`config.mk`:
```
export PLATFORM = sky130hd
export DESIGN_NAME = axi_stream_header_arbiter
export DESIGN_NICKNAME = d
export VERILOG_FILES = /design/src/rtl/axi_stream_header_arbiter.sv
export SDC_FILE = /design/constraint.sdc
export NUM_CORES = 1
export LEC_CHECK = 0
export ABC_AREA = 1
export BUFFER_PORTS_ARGS = -buffer_cell sky130_fd_sc_hd__buf_4
export CORE_AREA = 5 5 155 157
export CTS_BUF_LIST = sky130_fd_sc_hd__clkbuf_16
export DETAILED_ROUTE_END_ITERATION = 10
export DIE_AREA = 0 0 160 162
export GPL_TIMING_DRIVEN = 0
export SKIP_LAST_GASP = 1
export SLEW_MARGIN = 20
export SYNTH_ARGS = -nofsm -noshare
export SYNTH_HDL_FRONTEND = slang
export SYNTH_SLANG_ARGS = --single-unit
```
`constraint.sdc`:
```
create_clock -name clk -period 2.9 [get_ports clk]
set_input_delay 0.29 -clock clk [delete_from_list [all_inputs] [get_ports clk]]
set_output_delay 0.29 -clock clk [all_outputs]
set_load 0.05 [all_outputs]
```
`src/rtl/axi_stream_header_arbiter.sv`:
```
// axi_stream_header_arbiter: round-robin sharing of one header inserter among NUM_SRC sources.
// Ports: s_hdr_* per-source header offers (valid/data/keep/byte_cnt, ready back);
//        s_* per-source packet beats (valid/data/keep/last, ready back);
//        *_insert / *_in drive the inserter's header and data ports from the granted source;
//        grant_id current or last grant, busy while a grant is open, pkt_done/pkt_src packet completion pulse.
module axi_stream_header_arbiter #(
  parameter int DATA_WD      = 32,
  parameter int DATA_BYTE_WD = DATA_WD / 8,
  parameter int BYTE_CNT_WD  = $clog2(DATA_BYTE_WD),
  parameter int NUM_SRC      = 4,
  parameter int SRC_WD       = $clog2(NUM_SRC)
) (
  input  logic                            clk,
  input  logic                            rst,
  input  logic [NUM_SRC-1:0]              s_hdr_valid,
  input  logic [NUM_SRC*DATA_WD-1:0]      s_hdr_data,
  input  logic [NUM_SRC*DATA_BYTE_WD-1:0] s_hdr_keep,
  input  logic [NUM_SRC*BYTE_CNT_WD-1:0]  s_hdr_byte_cnt,
  output logic [NUM_SRC-1:0]              s_hdr_ready,
  input  logic [NUM_SRC-1:0]              s_valid,
  input  logic [NUM_SRC*DATA_WD-1:0]      s_data,
  input  logic [NUM_SRC*DATA_BYTE_WD-1:0] s_keep,
  input  logic [NUM_SRC-1:0]              s_last,
  output logic [NUM_SRC-1:0]              s_ready,
  output logic                            valid_insert,
  output logic [DATA_WD-1:0]              data_insert,
  output logic [DATA_BYTE_WD-1:0]         keep_insert,
  output logic [BYTE_CNT_WD-1:0]          byte_insert_cnt,
  input  logic                            ready_insert,
  output logic                            valid_in,
  output logic [DATA_WD-1:0]              data_in,
  output logic [DATA_BYTE_WD-1:0]         keep_in,
  output logic                            last_in,
  input  logic                            ready_in,
  output logic [SRC_WD-1:0]               grant_id,
  output logic                            busy,
  output logic                            pkt_done,
  output logic [SRC_WD-1:0]               pkt_src
);
  typedef enum logic [1:0] {IDLE, HDR, PKT} state_t;
  state_t state, state_n;
  logic [SRC_WD-1:0] ptr, pick;
  logic hdr_hs, done;
  // Lowest requester above ptr wins; if none, lowest requester at or below ptr (wrap-around).
  always_comb begin
    pick = ptr;
    for (int i = NUM_SRC - 1; i >= 0; i--) if (s_hdr_valid[i] && SRC_WD'(i) <= ptr) pick = SRC_WD'(i);
    for (int i = NUM_SRC - 1; i >= 0; i--) if (s_hdr_valid[i] && SRC_WD'(i) > ptr) pick = SRC_WD'(i);
  end
  assign busy            = state != IDLE;
  assign data_insert     = s_hdr_data[grant_id*DATA_WD +: DATA_WD];
  assign keep_insert     = s_hdr_keep[grant_id*DATA_BYTE_WD +: DATA_BYTE_WD];
  assign byte_insert_cnt = s_hdr_byte_cnt[grant_id*BYTE_CNT_WD +: BYTE_CNT_WD];
  assign valid_insert    = state == HDR && s_hdr_valid[grant_id];
  assign s_hdr_ready     = (state == HDR && ready_insert) ? NUM_SRC'(1) << grant_id : '0;
  assign data_in         = s_data[grant_id*DATA_WD +: DATA_WD];
  assign keep_in         = s_keep[grant_id*DATA_BYTE_WD +: DATA_BYTE_WD];
  assign last_in         = s_last[grant_id];
  assign valid_in        = state == PKT && s_valid[grant_id];
  assign s_ready         = (state == PKT && ready_in) ? NUM_SRC'(1) << grant_id : '0;
  assign hdr_hs          = valid_insert && ready_insert;
  assign done            = valid_in && ready_in && last_in;
  always_comb begin
    state_n = state;
    state_n = state == IDLE ? (|s_hdr_valid ? HDR : IDLE) :
              state == HDR  ? (hdr_hs ? PKT : HDR) :
                              (done ? IDLE : PKT);
  end
  always_ff @(posedge clk)
    if (rst) begin
      state    <= IDLE;
      grant_id <= '0;
      ptr      <= SRC_WD'(NUM_SRC - 1);
      pkt_done <= 1'b0;
      pkt_src  <= '0;
    end else begin
      state    <= state_n;
      pkt_done <= done;
      if (done) pkt_src <= grant_id;
      if (state == IDLE && |s_hdr_valid) begin
        grant_id <= pick;
        ptr      <= pick;
      end
    end
endmodule

```
==> summary.md <==
| Metric | Value |
|---|---|
| Final nets | `1,102` |
| Sw Ratio | `0.6202` |
| Setup CP Type | `reg -> out` |
| Warnings, synthesis | `0` |
| Core box area | `0.02237 mm²` |
| Hold Crit Class | `in -> reg` |
| Via density | `4.329` |
| Crit path DAT | `2.17 ns` |
| Most common cell after layout, fill and taps aside | `buf_4` |
| Hold WS | `0.2760 ns` |
| Max-cap violations | `0` |
| Final Max Slew Viols | `0` |
| I/O Pins | `403` |
| Most frequent cells in the layout | `404 x buf_4, 132 x nand2_1, 128 x a22oi_1, 25 x buf_2, 24 x nand3_1` |
| Final ANT Viol Nets | `0` |
| Die W | `160 µm` |
| Tcrit/Tclk final | `0.8492` |
| GR Util All Layers | `0.1316` |
| DP HPWL | `16,550 µm` |
| Worst IR Drop VDD | `0.0003444 V` |
| Post-Place Cells | `1,070` |
| Clock skew | `0.001186 ns` |
| Fmax | `406.1 MHz` |
| Setup_tns | `0 ns` |
| Slew margin rel. | `0.6100` |
| Mapped Cells | `383` |
| Die area | `0.02592 mm²` |
| Via count | `4,649` |
| Drt initial violations | `327` |
| Setup crit end kind | `output port` |
| P_leak | `0.003112 µW` |
| Gpl congestion | `0.9248` |
| Cell count of the worst reg-to-reg path | `9` |
| CTS tree | `built` |
| Yosys cell types | `20` |
| Vert. Die Dim | `162 µm` |
| Critical path startpoint category | `flip-flop` |
| Row count | `55` |
| Register area share after synthesis | `0.08200` |
| Final hold vios | `0` |
| First-pass GRT wire length | `27,180 µm` |
| Hold depth | `2` |
| Vias in the first global route | `4,603` |
| Port buffer count | `402` |
| R2r startpoint | `grant_id[0]$_SDFFE_PP0P_` |
| Hold_buf cts | `0` |
| Initial Util | `0.09824` |
| Hold Startpoint | `rst` |
| Status | `complete, no violations` |
| Fin cells | `1,074` |
| Worst-path maximum fanout | `10` |
| Layout area overhead | `157.2%` |
| Root buf cell | `clkbuf_16` |
| Drt wl/cell | `17.99 µm` |
| Final setup violation count | `0` |
| Mapped Nets | `695` |
| H-tree depth | `1` |
| R2R Path End | `pkt_src[0]$_SDFFE_PP0P_` |
| Setup Fix Bufs, Post-CTS | `0` |
| Share of post-route cells with drive strength above 1 | `0.5653` |
| Post-synthesis cell area | `0.002197 mm²` |
| R2R Setup Slk | `1.52 ns` |
| Sw Pwr | `2158 µW` |
| Pin count of the biggest net entering global routing | `11` |
| Worst Path Required | `2.61 ns` |
| Part of the power in combinational logic | `0.885` |
| Max clock buf depth | `2` |
| Worst-Margin Slew | `0.5851 ns` |
| Worst-path clk slew | `0.04 ns` |
| Clk_lat worst skew | `0.24 ns` |
| Sequential share of power | `0.045` |
| Seq cells post-synth | `9` |
| TritonCTS buffer count | `3` |
| Gates resized, CTS repair | `0` |
| N_diodes | `0` |
| Fill cells | `2,527` |
| Antenna violations before repair | `2` |
| Min Tclk post-route | `2.463 ns` |
| Clock sinks | `9` |
| Routed WL | `19,330 µm` |
| Clk pwr share | `0.070` |
| Unrepaired setup endpoints after global routing | `no` |
| DRC Markers | `0` |
| Dpl cell area | `0.005572 mm²` |
| GR Overflow Total | `0` |
| Hold Path Sink | `pkt_done$_SDFF_PP0_` |
| Synthesized area per cell | `5.737 µm²` |
| First drt pass iteration count | `5` |
| Design area | `0.005650 mm²` |
| Int Pwr | `1322 µW` |
| PD cells | `615.8 mW/mm²` |
-- metal layers --
metal	vias to the layer above	global-route usage	wire length (µm)
met4	4	0.01682	264
met5	-	0	27
met1	2122	0.1652	7809
met3	31	0.03908	1836
met2	279	0.2297	9388
li1	2213	-	-
-- metrics by stage --
step / util / power [µW] / setup slack, ns
finish: 0.2526 / 3479 / 0.4373
global route: 0.2526 / 3643 / 0.2922
CTS: 0.2526 / 3502 / 0.3621
detailed placement: 0.2491 / 3249 / 0.6190
global placement: 0.2491 / 3241 / 0.6410
floorplan: - / 2071 / 0.3729
-- power groups by stage --
stage / Combinational [µW] / Sequential [µW] / Clock [µW]
6_report: 3080 / 157 / 244
5_1_grt: 3230 / 160 / 252
4_1_cts: 3100 / 157 / 248
3_5_place_dp: 3090 / 159 / 0
3_3_place_gp: 3080 / 158 / 0
2_1_floorplan: 1890 / 178 / 0
-- state kept, by name, summed over array words and instances (netlist names) --
name      count
grant_id      2
pkt_done      1
pkt_src       2
ptr           2
state         2
-- cell type report --
class	instances	area, µm²	area share
clock buffer	3	75.07	0.01329
clock inverter	1	3.754	0.0006643
timing repair buffer	402	3018	0.5341
multi-input combinational	321	1764	0.3122
sequential	9	180.2	0.03189
tap	285	356.6	0.06311
buffer	33	177.7	0.03144
inverter	20	75.07	0.01329
-- synthesized netlist by cell type --
cell	number	share of area
dfxtp_1	9	0.082
and3_1	1	0.0028
a31oi_1	1	0.0028
buf_6	2	0.010
a21oi_1	5	0.011
a21boi_0	1	0.0034
nand2_1	132	0.23
nand4_1	2	0.0057
inv_1	14	0.024
clkbuf_1	4	0.0068
buf_2	25	0.057
a22oi_1	128	0.44
buf_4	2	0.0068
nand3_1	24	0.055
o211ai_1	1	0.0034
o21ai_0	2	0.0046
nand2_2	4	0.011
inv_2	6	0.010
nor2_1	18	0.031
nand3_2	2	0.0091
-- worst max-delay path by stage --
stage                                   from            to  slack [ns]  depth (start not counted)
floorplan           grant_id[0]$_SDFFE_PP0P_  valid_insert        0.37                          5
global placement    grant_id[0]$_SDFFE_PP0P_   data_in[29]        0.64                          9
detailed placement  grant_id[0]$_SDFFE_PP0P_   data_in[29]        0.62                          9
CTS                 grant_id[0]$_SDFFE_PP0P_   data_in[29]        0.36                          9
global route        grant_id[0]$_SDFFE_PP0P_   data_in[29]        0.29                          9
finish              grant_id[0]$_SDFFE_PP0P_   data_in[29]        0.44                          9
-- worst max-delay path: stages, from the launching register on --
cell and delay, ns:
dfxtp_1 0.32, buf_4 0.18, inv_2 0.08, nand2_2 0.13
inv_2 0.05, buf_6 0.15, buf_2 0.25, a22oi_1 0.39
nand3_1 0.13, buf_4 0.22
-- logic make-up after synthesis --
kind of cell,count (synthesis),share of synthesized area
AO/OA/AOI/OAI,138,0.4630
buffers and inverters,53,0.1150
flip-flops,9,0.08200
AND/OR/NAND/NOR,183,0.3400
(Power assumes the default switching activity.)
